### src/rtl/instruction_fetch.sv
// Fetch stage: issues in-order instruction memory requests under a credit limit
// and buffers returned {pc, instr} pairs for the IF/ID register.
module instruction_fetch #(
  parameter logic [63:0] RESET_PC = 64'h0,
  parameter int unsigned DEPTH    = 4
) (
  input  logic        clk,
  input  logic        reset,
  input  logic        stall,
  input  logic        redirect,
  input  logic [63:0] redirect_pc,
  output logic        imem_req_valid,
  output logic [63:0] imem_req_addr,
  input  logic        imem_req_ready,
  input  logic        imem_rsp_valid,
  input  logic [31:0] imem_rsp_data,
  output logic [63:0] PC_out,
  output logic [31:0] Instruction,
  output logic        fetch_valid
);

  localparam int unsigned AW  = $clog2(DEPTH);
  localparam int unsigned CW  = $clog2(DEPTH + 1);
  localparam logic [31:0] NOP = 32'h0000_0013;

  typedef logic [CW-1:0] cnt_t;
  typedef logic [AW-1:0] ptr_t;

  logic [63:0] fetch_pc;
  cnt_t        inflight;
  cnt_t        drop_cnt;
  cnt_t        occ;

  logic [63:0] pcq [DEPTH];
  ptr_t        pcq_wr;
  ptr_t        pcq_rd;

  logic [63:0] fifo_pc    [DEPTH];
  logic [31:0] fifo_instr [DEPTH];
  ptr_t        fifo_wr;
  ptr_t        fifo_rd;

  logic [CW+1:0] credit_used;
  logic          accept;
  logic          rsp_keep;
  logic          pop;

  // Stale responses still hold credit until dropped, so the buffer can never overflow.
  assign credit_used    = (CW+2)'(inflight) + (CW+2)'(drop_cnt) + (CW+2)'(occ);
  assign imem_req_valid = reset && (credit_used < (CW+2)'(DEPTH));
  assign imem_req_addr  = fetch_pc;
  assign accept         = imem_req_valid && imem_req_ready;
  assign rsp_keep       = imem_rsp_valid && (drop_cnt == '0);

  assign fetch_valid = (occ != '0);
  assign pop         = fetch_valid && !stall;
  assign PC_out      = fetch_valid ? fifo_pc[fifo_rd]    : 64'h0;
  assign Instruction = fetch_valid ? fifo_instr[fifo_rd] : NOP;

  always_ff @(posedge clk or negedge reset) begin
    if (!reset) begin
      fetch_pc <= RESET_PC;
      inflight <= '0;
      drop_cnt <= '0;
      occ      <= '0;
      pcq_wr   <= '0;
      pcq_rd   <= '0;
      fifo_wr  <= '0;
      fifo_rd  <= '0;
    end else if (redirect) begin
      // Everything outstanding, including this cycle's accept, becomes stale;
      // a response landing now is consumed as one of them.
      fetch_pc <= {redirect_pc[63:2], 2'b00};
      drop_cnt <= drop_cnt + inflight + cnt_t'(accept) - cnt_t'(imem_rsp_valid);
      inflight <= '0;
      occ      <= '0;
      pcq_wr   <= '0;
      pcq_rd   <= '0;
      fifo_wr  <= '0;
      fifo_rd  <= '0;
    end else begin
      if (accept) begin
        fetch_pc <= fetch_pc + 64'd4;
        pcq_wr   <= pcq_wr + ptr_t'(1);
      end
      if (imem_rsp_valid && (drop_cnt != '0))
        drop_cnt <= drop_cnt - cnt_t'(1);
      if (rsp_keep) begin
        pcq_rd  <= pcq_rd + ptr_t'(1);
        fifo_wr <= fifo_wr + ptr_t'(1);
      end
      if (pop)
        fifo_rd <= fifo_rd + ptr_t'(1);

      if (accept && !rsp_keep)
        inflight <= inflight + cnt_t'(1);
      else if (!accept && rsp_keep)
        inflight <= inflight - cnt_t'(1);

      if (rsp_keep && !pop)
        occ <= occ + cnt_t'(1);
      else if (!rsp_keep && pop)
        occ <= occ - cnt_t'(1);
    end
  end

  always_ff @(posedge clk) begin
    if (accept && !redirect)
      pcq[pcq_wr] <= fetch_pc;
    if (rsp_keep && !redirect) begin
      fifo_pc[fifo_wr]    <= pcq[pcq_rd];
      fifo_instr[fifo_wr] <= imem_rsp_data;
    end
  end

endmodule

### config.mk
export PLATFORM = sky130hd
export DESIGN_NAME = instruction_fetch
export DESIGN_NICKNAME = d
export VERILOG_FILES = /design/src/rtl/instruction_fetch.sv
export SDC_FILE = /design/constraint.sdc
export NUM_CORES = 1
export LEC_CHECK = 0
export CAP_MARGIN = 15
export CORE_MARGIN = 2
export CORE_UTILIZATION = 40
export DETAILED_ROUTE_END_ITERATION = 8
export SLEW_MARGIN = 20
export SYNTH_ARGS = -nofsm -noshare
export SYNTH_HDL_FRONTEND = slang
export SYNTH_SLANG_ARGS = --single-unit
### constraint.sdc
create_clock -name clk -period 6 [get_ports clk]
set_clock_uncertainty 0.1 [all_clocks]
set_input_delay 1.8 -clock clk [delete_from_list [all_inputs] [get_ports clk]]
set_output_delay 1.8 -clock clk [all_outputs]
set_load 0.03 [all_outputs]
==> metrics <==
Post-Syn Area per Cell 18.56 sq um; number of buffers added by the clock tree synthesis step 74; CP startpoint kind flop; leading register cell type out of synthesis sky130_fd_sc_hd__edfxtp_1; via count of the first global-routing pass 15870; net count of the finished layout 1939; Maximum Capacitance Violations 0; RePlAce Congestion 0.7810; number of hold buffers added after cts 0; run status completed; combined area of all synthesized cells 28340 sq um; count of port buffers added during placement 257; worst setup margin 635.7 ps; clock transition time at the flip-flop clock pins of the worst setup and hold paths 60 ps; cell type contributing the most total cell area after synthesis sky130_fd_sc_hd__edfxtp_1; top-level I/O count 264; reg2reg start occ[1]; sequential fraction of the synthesis area 73.10%; Final ANT Viol Nets 0; Worst EP arrival 3460 ps; ratio of routed vias to standard cells 5.383; Mapped Cells 1527; cell leakage power 0.01088 uW; Worst Min Path Start imem_req_addr[28]; Seq cells post-synth 703; commonest non-fill, non-tap cells in the layout sky130_fd_sc_hd__edfxtp_1 (624), sky130_fd_sc_hd__clkdlybuf4s50_1 (255), sky130_fd_sc_hd__mux4_2 (156), sky130_fd_sc_hd__nor2b_1 (93), sky130_fd_sc_hd__clkbuf_16 (77); effective utilization at floorplan 40.47%; count of flip-flops with a built-in enable after synthesis 624; Remaining DRCs 0; Critical Path Source occ[1]; Total Negative Setup Slacks 0 ps; Final Cycle Share 89.40%; fraction of layout instances using a drive strength above 1 18.30%; tightest slew margin relative to the limit 29.91%; maximum level of the CTS H-tree 3; total of endpoints with negative setup slack in the final report 0; critical-path cell list inv_1, fa_1, nor2_1, fa_1, nor2b_1, o32ai_4, nor3b_1, clkdlybuf4s50_1; top fanout value on the critical path 3; WS Path Type reg2out; maximum frequency from static timing analysis 186.4 MHz; WL/cell 23.60 microns; Post-Place Setup Slack 1144 ps; power density over the cells 442.5 nW/um^2; maximum number of pins on one net before global-route repair 96; cell type with the highest occurrence count on the critical path sky130_fd_sc_hd__fa_1; RSZ-0062 raised after global routing false; Via Count 15130; crit-path max cell delay 700 ps; CP endpoint kind output port; layout overhead on the synthesized area 21.64%; clock network latency to the later pin of the worst-skew pair 610 ps; number of buffers on the longest clock path 3; leading post-synthesis cells by cell area sky130_fd_sc_hd__edfxtp_1 (66%), sky130_fd_sc_hd__mux4_2 (12%), sky130_fd_sc_hd__dfrtp_1 (7.0%), sky130_fd_sc_hd__nor2b_1 (2.1%), sky130_fd_sc_hd__xnor2_1 (0.99%); die outline area 72990 sq um; floorplan die width 270.2 microns; maximum vdd ir drop 0.4305 mV; share of synthesized registers carrying an async set or reset 11.24%; global-route wire length before repair 99430 microns; Die Y-Extent 270.2 microns; worst path required time 4100 ps; Row Count 97; final core occ 49.22%; post-CTS setup repair buffer count 0; DR iter-0 viols 1067; Netlist cell types 60; library cell contributing the largest single delay on the critical path sky130_fd_sc_hd__clkdlybuf4s50_1; number of iterations in the first detailed-routing pass 5; number of sinks driven by the clock tree 703; core area 70030 sq um; Root Buffer sky130_fd_sc_hd__clkbuf_16; share of the synthesized area in the top cell type 66.13%; filler instances 5853; Final HPWL DP 40260 microns; total congestion overflow after global routing 0; TritonCTS clock tree yes; DRT Wirelength 66350 microns; total count of hold-check failures in the final report 0; leading cell type in the layout, fill and taps excluded sky130_fd_sc_hd__edfxtp_1; pins over their slew limit 0; clock period minus worst slack 5364 ps; worst min-delay path category reg2reg; antenna violations before repair 3; synthesis warning total 0; number of gates resized after CTS 0; worst-margin pin slew 1051 ps; global-route usage over all layers 18.26%
[final cells by class]
class	count	area, sq um	share of cell area, %
Clock inverter	27	270.3	0.7841
Timing Repair Buffer	290	2925	8.487
Multi-Input combinational cell	721	7216	20.93
Inverter	24	90.09	0.2614
Tap cell	940	1176	3.412
Sequential cell	703	20730	60.14
Antenna cell	2	5.005	0.01452
Clock buffer	104	2058	5.971
[synth_stat cells, types with 7 or more instances]
cell,instances
sky130_fd_sc_hd__nand4_1,23
sky130_fd_sc_hd__nor3_1,11
sky130_fd_sc_hd__mux4_2,156
sky130_fd_sc_hd__dfrtp_1,79
sky130_fd_sc_hd__or4_1,7
sky130_fd_sc_hd__nand2_1,71
sky130_fd_sc_hd__a31oi_1,30
sky130_fd_sc_hd__nor4_1,15
sky130_fd_sc_hd__nor2_1,61
sky130_fd_sc_hd__inv_1,23
sky130_fd_sc_hd__o21ai_1,8
sky130_fd_sc_hd__buf_2,21
sky130_fd_sc_hd__edfxtp_1,624
sky130_fd_sc_hd__or3_1,25
sky130_fd_sc_hd__xor2_1,7
sky130_fd_sc_hd__ha_1,17
sky130_fd_sc_hd__o21ai_0,47
sky130_fd_sc_hd__nor2b_1,93
sky130_fd_sc_hd__nand3_1,20
sky130_fd_sc_hd__clkbuf_1,52
sky130_fd_sc_hd__xnor2_1,32
sky130_fd_sc_hd__and3_1,16
sky130_fd_sc_hd__a21oi_1,7
[state kept, by name (all words and copies together) (netlist names)]
signal and cells:
imem_req_addr 62, fifo_pc 248, pcq 248, inflight 3, fifo_instr 128, fifo_rd 2
fifo_wr 2, drop_cnt 3, occ 3, pcq_wr 2, pcq_rd 2
[worst paths after layout]
| kind | to | slack, ps | cells past startpoint |
|---|---|---|---|
| max | imem_req_valid | 640 | 8 |
| min in group asynchronous | inflight[2] | 1150 | 2 |
| min | imem_req_addr[28] | 470 | 2 |
| max reg2reg | imem_req_addr[52] | 1770 | 9 |
| min reg2reg | imem_req_addr[28] | 470 | 2 |
| max in group asynchronous | pcq_rd[0] | 3420 | 3 |
[through the flow]
step | power (uW) | cell area (sq um) | std cells | hold slack [ps]
final | 15250 | 34470 | 2811 | 473.3
after floorplan | 9072 | 28350 | 1530 | 424.6
after global routing | 15910 | 34470 | 2810 | 506.2
after CTS | 15480 | 34460 | 2809 | 472.4
after global placement | 10970 | 32130 | 2678 | 451.4
after detailed placement | 11040 | 32130 | 2678 | 459.1
[layer usage]
metal | wire length [microns] | part of all wire [%] | GRT usage [%]
met5 | 0 | 0 | 0
met4 | 1431 | 2.2 | 5.789
met3 | 3199 | 4.8 | 2.872
met1 | 27690 | 42 | 23.90
met2 | 34030 | 51 | 31.34
[cell families (layout without fill, tap and decap cells)]
| kind of cell | Yosys count | in the layout | share of synthesized area [%] |
|---|---|---|---|
| AOI/OAI and AO/OA | 106 | 106 | 2.239 |
| xor gates and xnor gates | 39 | 39 | 1.205 |
| adders and majority gates | 23 | 23 | 1.174 |
| buffers and inverters | 106 | 445 | 1.581 |
| DFF | 703 | 703 | 73.10 |
| muxes | 163 | 163 | 12.67 |
| other | 1 | 6 | 0.01323 |
| and+or+nand+nor | 386 | 386 | 8.018 |
[critical path: cells and delay by family, from the launching register on]
kind / cells / cell delay, ps
and+or+nand+nor: 3 / 530
adders and majority gates: 2 / 970
DFF: 1 / 400
buffers and inverters: 2 / 810
AOI/OAI and AO/OA: 1 / 130
[report_power, final]
part | total [uW] | switching, uW | internal [uW]
Sequential | 6050 | 264 | 5780
Clock | 4410 | 1800 | 2610
Combinational | 4790 | 2820 | 1970
No activity file was read; power rests on OpenSTA's default activity.
